$ cat config.mk
export PLATFORM = sky130hd
export DESIGN_NAME = rng_sched
export DESIGN_NICKNAME = d
export VERILOG_FILES = /design/src/rtl/rng_pkg.sv /design/src/rtl/rr_arbiter.sv /design/src/rtl/rng_sched.sv
export SDC_FILE = /design/constraint.sdc
export NUM_CORES = 1
export LEC_CHECK = 0
export BUFFER_PORTS_ARGS = -buffer_cell sky130_fd_sc_hd__buf_2
export CAP_MARGIN = 10
export CORE_MARGIN = 4
export CORE_UTILIZATION = 35
export DETAILED_ROUTE_END_ITERATION = 12
export SYNTH_ARGS = -nofsm -noshare
export SYNTH_HDL_FRONTEND = slang
export SYNTH_SLANG_ARGS = --single-unit
$ cat constraint.sdc
create_clock -name clk -period 5.2 [get_ports clk]
set_input_delay 1.3 -clock clk [delete_from_list [all_inputs] [get_ports clk]]
set_output_delay 1.3 -clock clk [all_outputs]
set_load 0.02 [all_outputs]
$ cat src/rtl/rng_pkg.sv
// rng_pkg: shared state type and constants for the ring-oscillator scheduler
package rng_pkg;
    localparam int RNG_BITS = 5;
    localparam int FCNT_W = 8;
    typedef enum logic [1:0] {RING_RST, WARMUP, FILL, READY} state_t;
endpackage

$ cat src/rtl/rr_arbiter.sv
// rr_arbiter: picks the first active request at or after ptr in cyclic order
module rr_arbiter #(
    parameter int NREQ = 4,
    localparam int IW = $clog2(NREQ)
) (
    input  logic [NREQ-1:0] req,
    input  logic [IW-1:0]   ptr,
    output logic [NREQ-1:0] sel,
    output logic [IW-1:0]   idx
);
    always_comb begin
        idx = ptr;
        // walk from the farthest offset down so the nearest active request wins
        for (int i = NREQ - 1; i >= 0; i--)
            if (req[(int'(ptr) + i) % NREQ]) idx = IW'((int'(ptr) + i) % NREQ);
        sel = '0;
        sel[idx] = |req;
    end
endmodule

$ cat src/rtl/rng_sched.sv
// rng_sched: ring RNG bring-up, repetition health test and round-robin word dispatch
module rng_sched
    import rng_pkg::*;
#(
    parameter int NREQ = 4,
    parameter int WORD_W = 16,
    parameter int RING_RST_CYC = 8,
    parameter int WARMUP_CYC = 64,
    parameter int SAMPLE_DIV = 4,
    parameter int REP_LIMIT = 8
) (
    input  logic                clk,
    input  logic                reset,
    output logic                ring_reset,
    input  logic [RNG_BITS-1:0] rng_in,
    input  logic [NREQ-1:0]     req,
    output logic [NREQ-1:0]     gnt,
    output logic [WORD_W-1:0]   rnd_data,
    output logic                word_valid,
    output logic                fault,
    output logic [FCNT_W-1:0]   fault_cnt
);
    localparam int IW = $clog2(NREQ);
    localparam int BW = $clog2(WORD_W + 1);
    state_t state, state_n;
    logic [RNG_BITS-1:0] sync1, sync2;
    logic [15:0] cnt;
    logic [BW-1:0] bit_cnt;
    logic [7:0] rep_cnt, rep_n;
    logic [WORD_W-1:0] word;
    logic [IW-1:0] rr_ptr, idx;
    logic [NREQ-1:0] sel;
    logic bit_s, prev_bit, pulse, rep_fail, word_done, enter_fill;

    rr_arbiter #(.NREQ(NREQ)) u_arb (.req(req), .ptr(rr_ptr), .sel(sel), .idx(idx));

    assign bit_s = ^sync2;
    assign pulse = state == FILL && cnt == 16'(SAMPLE_DIV - 1);
    // rep_cnt of zero marks the first sample of a fill, which has no predecessor
    assign rep_n = (rep_cnt == 8'd0 || bit_s != prev_bit) ? 8'd1 : rep_cnt + 8'd1;
    assign rep_fail = pulse && rep_n == 8'(REP_LIMIT);
    assign word_done = pulse && bit_cnt == BW'(WORD_W - 1);
    assign enter_fill = state_n == FILL && state != FILL;
    assign ring_reset = state == RING_RST;
    assign word_valid = state == READY;

    always_comb begin
        state_n = state;
        case (state)
            RING_RST: state_n = cnt == 16'(RING_RST_CYC - 1) ? WARMUP : RING_RST;
            WARMUP:   state_n = cnt == 16'(WARMUP_CYC - 1) ? FILL : WARMUP;
            FILL:     state_n = rep_fail ? RING_RST : word_done ? READY : FILL;
            READY:    state_n = |req ? FILL : READY;
            default:  state_n = RING_RST;
        endcase
    end

    always_ff @(posedge clk)
        if (reset) state <= RING_RST;
        else state <= state_n;

    always_ff @(posedge clk) begin
        if (reset) begin
            sync1 <= '0;
            sync2 <= '0;
            cnt <= '0;
            bit_cnt <= '0;
            rep_cnt <= '0;
            prev_bit <= 1'b0;
            word <= '0;
            gnt <= '0;
            rnd_data <= '0;
            fault <= 1'b0;
            fault_cnt <= '0;
            rr_ptr <= '0;
        end else begin
            sync1 <= rng_in;
            sync2 <= sync1;
            gnt <= '0;
            fault <= 1'b0;
            // one counter times every phase; it restarts on each state change and sample
            cnt <= (state_n != state || pulse) ? '0 : cnt + 16'd1;
            if (enter_fill) begin
                bit_cnt <= '0;
                rep_cnt <= '0;
            end else if (pulse) begin
                bit_cnt <= bit_cnt + BW'(1);
                rep_cnt <= rep_n;
                prev_bit <= bit_s;
                word <= {word[WORD_W-2:0], bit_s};
            end
            if (rep_fail) begin
                fault <= 1'b1;
                fault_cnt <= fault_cnt + FCNT_W'(~&fault_cnt);
            end
            if (state == READY && |req) begin
                gnt <= sel;
                rnd_data <= word;
                rr_ptr <= idx == IW'(NREQ - 1) ? '0 : idx + IW'(1);
            end
        end
    end
endmodule

==> results of run 1 <==
-- Yosys cell counts (3+ instances only) --
cell type | number | area share
a211oi_1 | 3 | 0.0057
nand3b_1 | 4 | 0.0076
mux2_2 | 6 | 0.017
nand3_1 | 12 | 0.015
o21ai_0 | 8 | 0.010
inv_1 | 14 | 0.013
buf_2 | 4 | 0.0051
xnor2_1 | 5 | 0.011
and4_1 | 7 | 0.016
clkbuf_1 | 17 | 0.016
nor3_1 | 7 | 0.0089
or3_1 | 3 | 0.0047
or4_1 | 3 | 0.0057
ha_1 | 11 | 0.035
nor2b_1 | 18 | 0.028
nor2_1 | 32 | 0.030
and2_1 | 14 | 0.022
nand2_1 | 86 | 0.082
nor4_1 | 10 | 0.016
nand4_1 | 7 | 0.011
xor2_1 | 12 | 0.027
a21oi_1 | 52 | 0.066
dfxtp_1 | 88 | 0.45
and3_1 | 10 | 0.016
-- state kept, by name, indices dropped and copies added, names as in the netlist --
signal	cells
cnt	16
rnd_data	16
word	16
fault_cnt	8
rep_cnt	8
bit_cnt	5
sync1	5
sync2	5
gnt	4
rr_ptr	2
state	2
fault	1
-- power breakdown --
group          total (mW)  internal [mW]  switching [mW]
sequential          0.684          0.680         0.00385
combinational      0.0510         0.0205          0.0305
clock               0.680          0.429           0.252
total                1.42           1.13           0.286
-- critical path, cell delays in order --
cell,delay (ns)
buf_2,0.12
or4_1,0.57
and2_1,0.41
a311o_1,0.63
nand2b_4,0.30
a21oi_1,0.15
-- worst max-delay path by stage --
stage                     slack (ns)  cells after the start       to
after floorplan                 2.35                      6   cnt[2]
after global placement          1.70                      6  cnt[13]
after detailed placement        1.63                      6   cnt[3]
after CTS                       1.99                      6   cnt[3]
after global routing            1.83                      6   cnt[3]
final                           1.99                      6   cnt[3]
-- cell families (layout without fill, tap and decap cells) --
logic type / Yosys count / in the layout
compound gates: 74 / 74
xor+xnor: 21 / 21
fa+ha+maj: 11 / 11
buf+inv: 36 / 71
flops: 88 / 88
mux: 7 / 7
simple gates: 225 / 225
-- per-stage QoR --
stage          instances  worst slack [ns]
2_1_floorplan        462              2.35
3_3_place_gp         623              1.70
3_5_place_dp         623              1.63
4_1_cts              637              1.99
5_1_grt              637              1.83
6_report             637              1.99
-- routing by layer --
| layer | vias to the layer above | GRT usage | wire length, um |
|---|---|---|---|
| met1 | 1491 | 0.169 | 3900 |
| li1 | 1649 | - | - |
| met5 | - | 0 | 0 |
| met4 | 0 | 0.0499 | 102 |
| met3 | 7 | 0.0333 | 219 |
| met2 | 47 | 0.208 | 3890 |
-- layout make-up --
cell class              instances  area share
flip-flops and latches         88       0.386
repair buffers                 43      0.0482
clock buffers                  11      0.0532
multi-input cells             338       0.448
inverters                      14      0.0115
well taps                     140      0.0384
clock inverters                 3      0.0148
==> impl_metrics.ini, run 1 <==
[status]
run_status = completed

[worst_setup_path]
path_class = input pin to flop
r2r_slack_ns = 2.56
r2r-end = state[0]
r2r_cells = 6
startpoint = req[1]
required_ns = 5.47
rr_startpoint = cnt[0]
worst_setup_path_end_kind = flop
cp-start-kind = input pin
arrival_ns = 3.48
crit_path_max_fanout = 20

[detailed_routing]
antenna_left = 0
dr.pass1.iters = 4
post_drt_wl_per_cell_um = 12.7
drc = 0
wl_um = 8100
route.vias.total = 3194
viasPerCell = 5.01
dr.first_iter.drc_count = 186

[logic_synthesis]
syn_nets = 484
synthMuxAreaShare = 0.0196
ys.warnings.count = 0
yosys.cell_types.count = 49
synth_xor_xnor_area_share = 0.0601
synth_edf_count = 0
seq_area_frac_synth = 0.446
synth-compound-area-share = 0.104
synthSimpleGateAreaFrac = 0.298
avgSynthCellArea_um2 = 8.56
synthFlopType = dfxtp_1
async_flop_share = 0
ys_ff_latch = 88
synthAdderAreaFrac = 0.0348
synth_top_family_by_area = simple AND/OR/NAND/NOR gates
syn_area_um2 = 3950
syn_inst = 462

[finish]
seq_area_um2 = 1760
finalNetCount = 516
layout_common_cells = 88 x dfxtp_1, 86 x nand2_1, 52 x a21oi_1, 41 x buf_2, 32 x nor2_1
multi_input_area_um2 = 2040
fillCellCount = 1111
final_common_cell = dfxtp_1
drive_gt1_frac = 0.145
fin_util = 0.417
post-route-cell-area_um2 = 4560
area.growth.synth_to_final_pct = 15.4
antenna_cells = 0

[die]
top_level_ports = 42
dieArea_um2 = 13100
die_y_um = 114
initial_core_util = 0.362
rows = 38
core-area_um2 = 10900
fp.dieW_um = 114

[sta]
maxSlewViolCount = 0
min_period_over_period = 0.618
skew_ns = 0.00659
maxSlewHeadroom = 0.350
setup_viol = 0
whs_ns = 0.437
tightest_slew_ns = 0.974
final.min_clock_period_ns = 3.21
clock.fmax_mhz = 311
rsz0062_at_grt = false
hold_viol = 0
setup-tns-final_ns = 0

[global_routing]
antenna_found_initial = 0
grt_max_degree = 64
gr-total-overflow = 0
grt_pass1_wl_um = 14000
grt_pass1_vias = 3024
track_usage = 0.130

[power]
p_per_area_nw_per_um2 = 310
fin_total_pwr_mw = 1.42
leakage_nw = 1.76
peakVddDrop_mv = 0.185

[cts]
cts_tree = yes
clkLatencyLatePin_ns = 0.34
cts_max_level = 3
clk_pin_slew_ns = 0.06
clockBufferDepth = 2
clock_sinks = 88
cts_resized = 0
clockRootBuffer = clkbuf_16
hold_buffers = 0
postCtsSetupRepairBufs = 0
cts_made_buffers = 9

[placement]
hpwl_um = 5620
io_buffers = 41
post_dp_cell_area_um2 = 4250
routabilityCongestion = 0.780

[min_path]
hp-class = flop to flop
worstHoldPathCells = 1
hold_start = sync1[1]
min_to = sync2[1]

[flow_run]
maxCapViolCount = 0
(Power assumes the default switching activity.)
==> inputs of run 2 (changes only) <==
Clock period 5.2 ns to 3 ns, I/O delays scaled along.
==> run 2 against run 1 <==
Worst hold slack worse by 0.0013 ns. Via count is 0.59% higher. Sequential share of layout area is 0.37 points lower. Worst setup slack worse by 1.4 ns. Combinational power is 78% higher. Die area stayed put. Register-to-register slack worse by 2.0 ns. Cell count is 1.1% higher. Utilization is 0.40 points higher. Critical path depth stayed put. Power is 72% higher.
==> impl_metrics.ini, run 2 (same netlist as run 1, synthesis figures left out) <==
[cts]
postCtsSetupRepairBufs = 0
hold_buffers = 0
cts_resized = 0
clock_sinks = 88
cts_made_buffers = 9
clockRootBuffer = clkbuf_16
cts_tree = yes
cts_max_level = 3
clk_pin_slew_ns = 0.06
clockBufferDepth = 2
clkLatencyLatePin_ns = 0.33

[sta]
final.min_clock_period_ns = 2.44
maxSlewViolCount = 0
min_period_over_period = 0.813
tightest_slew_ns = 0.594
hold_viol = 0
setup_viol = 0
rsz0062_at_grt = false
clock.fmax_mhz = 410
skew_ns = 0.00492
maxSlewHeadroom = 0.603
setup-tns-final_ns = 0

[detailed_routing]
viasPerCell = 4.99
antenna_left = 0
route.vias.total = 3213
dr.first_iter.drc_count = 88
drc = 0
dr.pass1.iters = 4
post_drt_wl_per_cell_um = 12.5
wl_um = 8050

[min_path]
hp-class = flop to flop

[status]
run_status = completed

[die]
die_y_um = 114
core-area_um2 = 10900
fp.dieW_um = 114
initial_core_util = 0.362
top_level_ports = 42
rows = 38
dieArea_um2 = 13100

[worst_setup_path]
cp-start-kind = flop
path_class = flop to flop
arrival_ns = 2.67
crit_path_max_fanout = 6
required_ns = 3.23
worst_setup_path_end_kind = flop

[finish]
layout_common_cells = 88 x dfxtp_1, 86 x nand2_1, 52 x a21oi_1, 41 x buf_2, 32 x nor2_1
finalNetCount = 521
drive_gt1_frac = 0.159
antenna_cells = 0
fillCellCount = 1093
reg_top3 = cnt (16), rnd_data (16), word (16)
final_common_cell = dfxtp_1
fin_util = 0.421
final_cells = 644
area.growth.synth_to_final_pct = 16.6

[power]
peakVddDrop_mv = 0.323
fin_total_pwr_mw = 2.43
leakage_nw = 1.78
p_per_area_nw_per_um2 = 527

[global_routing]
antenna_found_initial = 0
grt_max_degree = 54
track_usage = 0.131
gr-total-overflow = 0
grt_pass1_wl_um = 14100
grt_pass1_vias = 3121

[placement]
dp_cells = 628
io_buffers = 41
hpwl_um = 5770
routabilityCongestion = 0.848

[flow_run]
maxCapViolCount = 0
run 2: cell count changes in the layout (fill, tap and decap cells not counted):
cell,before,now
buf_4,2,7
clkinvlp_4,1,3
bufinv_16,2,1
clkbuf_1,1,0
clkbuf_8,1,2
inv_8,0,1
run 2: cell type report:
class / instances / area [um^2] / share of cell area
Multi-Input combinational cell: 338 / 2040 / 0.444
Sequential cell: 88 / 1760 / 0.382
Timing Repair Buffer: 48 / 258 / 0.0559
Clock buffer: 11 / 253 / 0.0548
Tap cell: 140 / 175 / 0.0380
Clock inverter: 5 / 63.8 / 0.0138
Inverter: 14 / 52.6 / 0.0114
run 2: stage by stage:
stage	worst slack (ns)	hold WS (ns)	cell area, um^2
after floorplan	0.704	0.412	3950
after global placement	0.425	0.420	4290
after detailed placement	0.400	0.425	4290
after CTS	0.517	0.439	4610
after global routing	0.299	0.453	4610
final	0.561	0.435	4610
run 2: critical path, cell delays in order, from the launching register on:
cell	delay, ns
dfxtp_1	0.35
ha_1	0.24
nor4b_2	0.29
nor4b_4	0.41
nand4_2	0.26
nor4_1	0.40
mux2_2	0.37
run 2: worst paths after layout:
check / start / endpoint / slack, ns / depth (start not counted)
max: cnt[0] / fault_cnt[3] / 0.56 / 6
min: sync1[0] / sync2[0] / 0.44 / 1
max reg2reg: cnt[0] / fault_cnt[3] / 0.56 / 6
min reg2reg: sync1[0] / sync2[0] / 0.44 / 1
run 2: metal layers:
layer  wire length (um)  part of all wire  global-route usage  up-vias
li1                   -                 -                   -     1658
met1               3870              0.48               0.163     1505
met2               3810              0.47               0.221       38
met3                217             0.027              0.0307       12
met4                144             0.018              0.0483        0
met5                  0                 0                   0        -
run 2: where the power goes:
group	switching (mW)	internal [mW]
registers	0.00695	1.18
logic	0.0537	0.0371
clock network	0.455	0.696
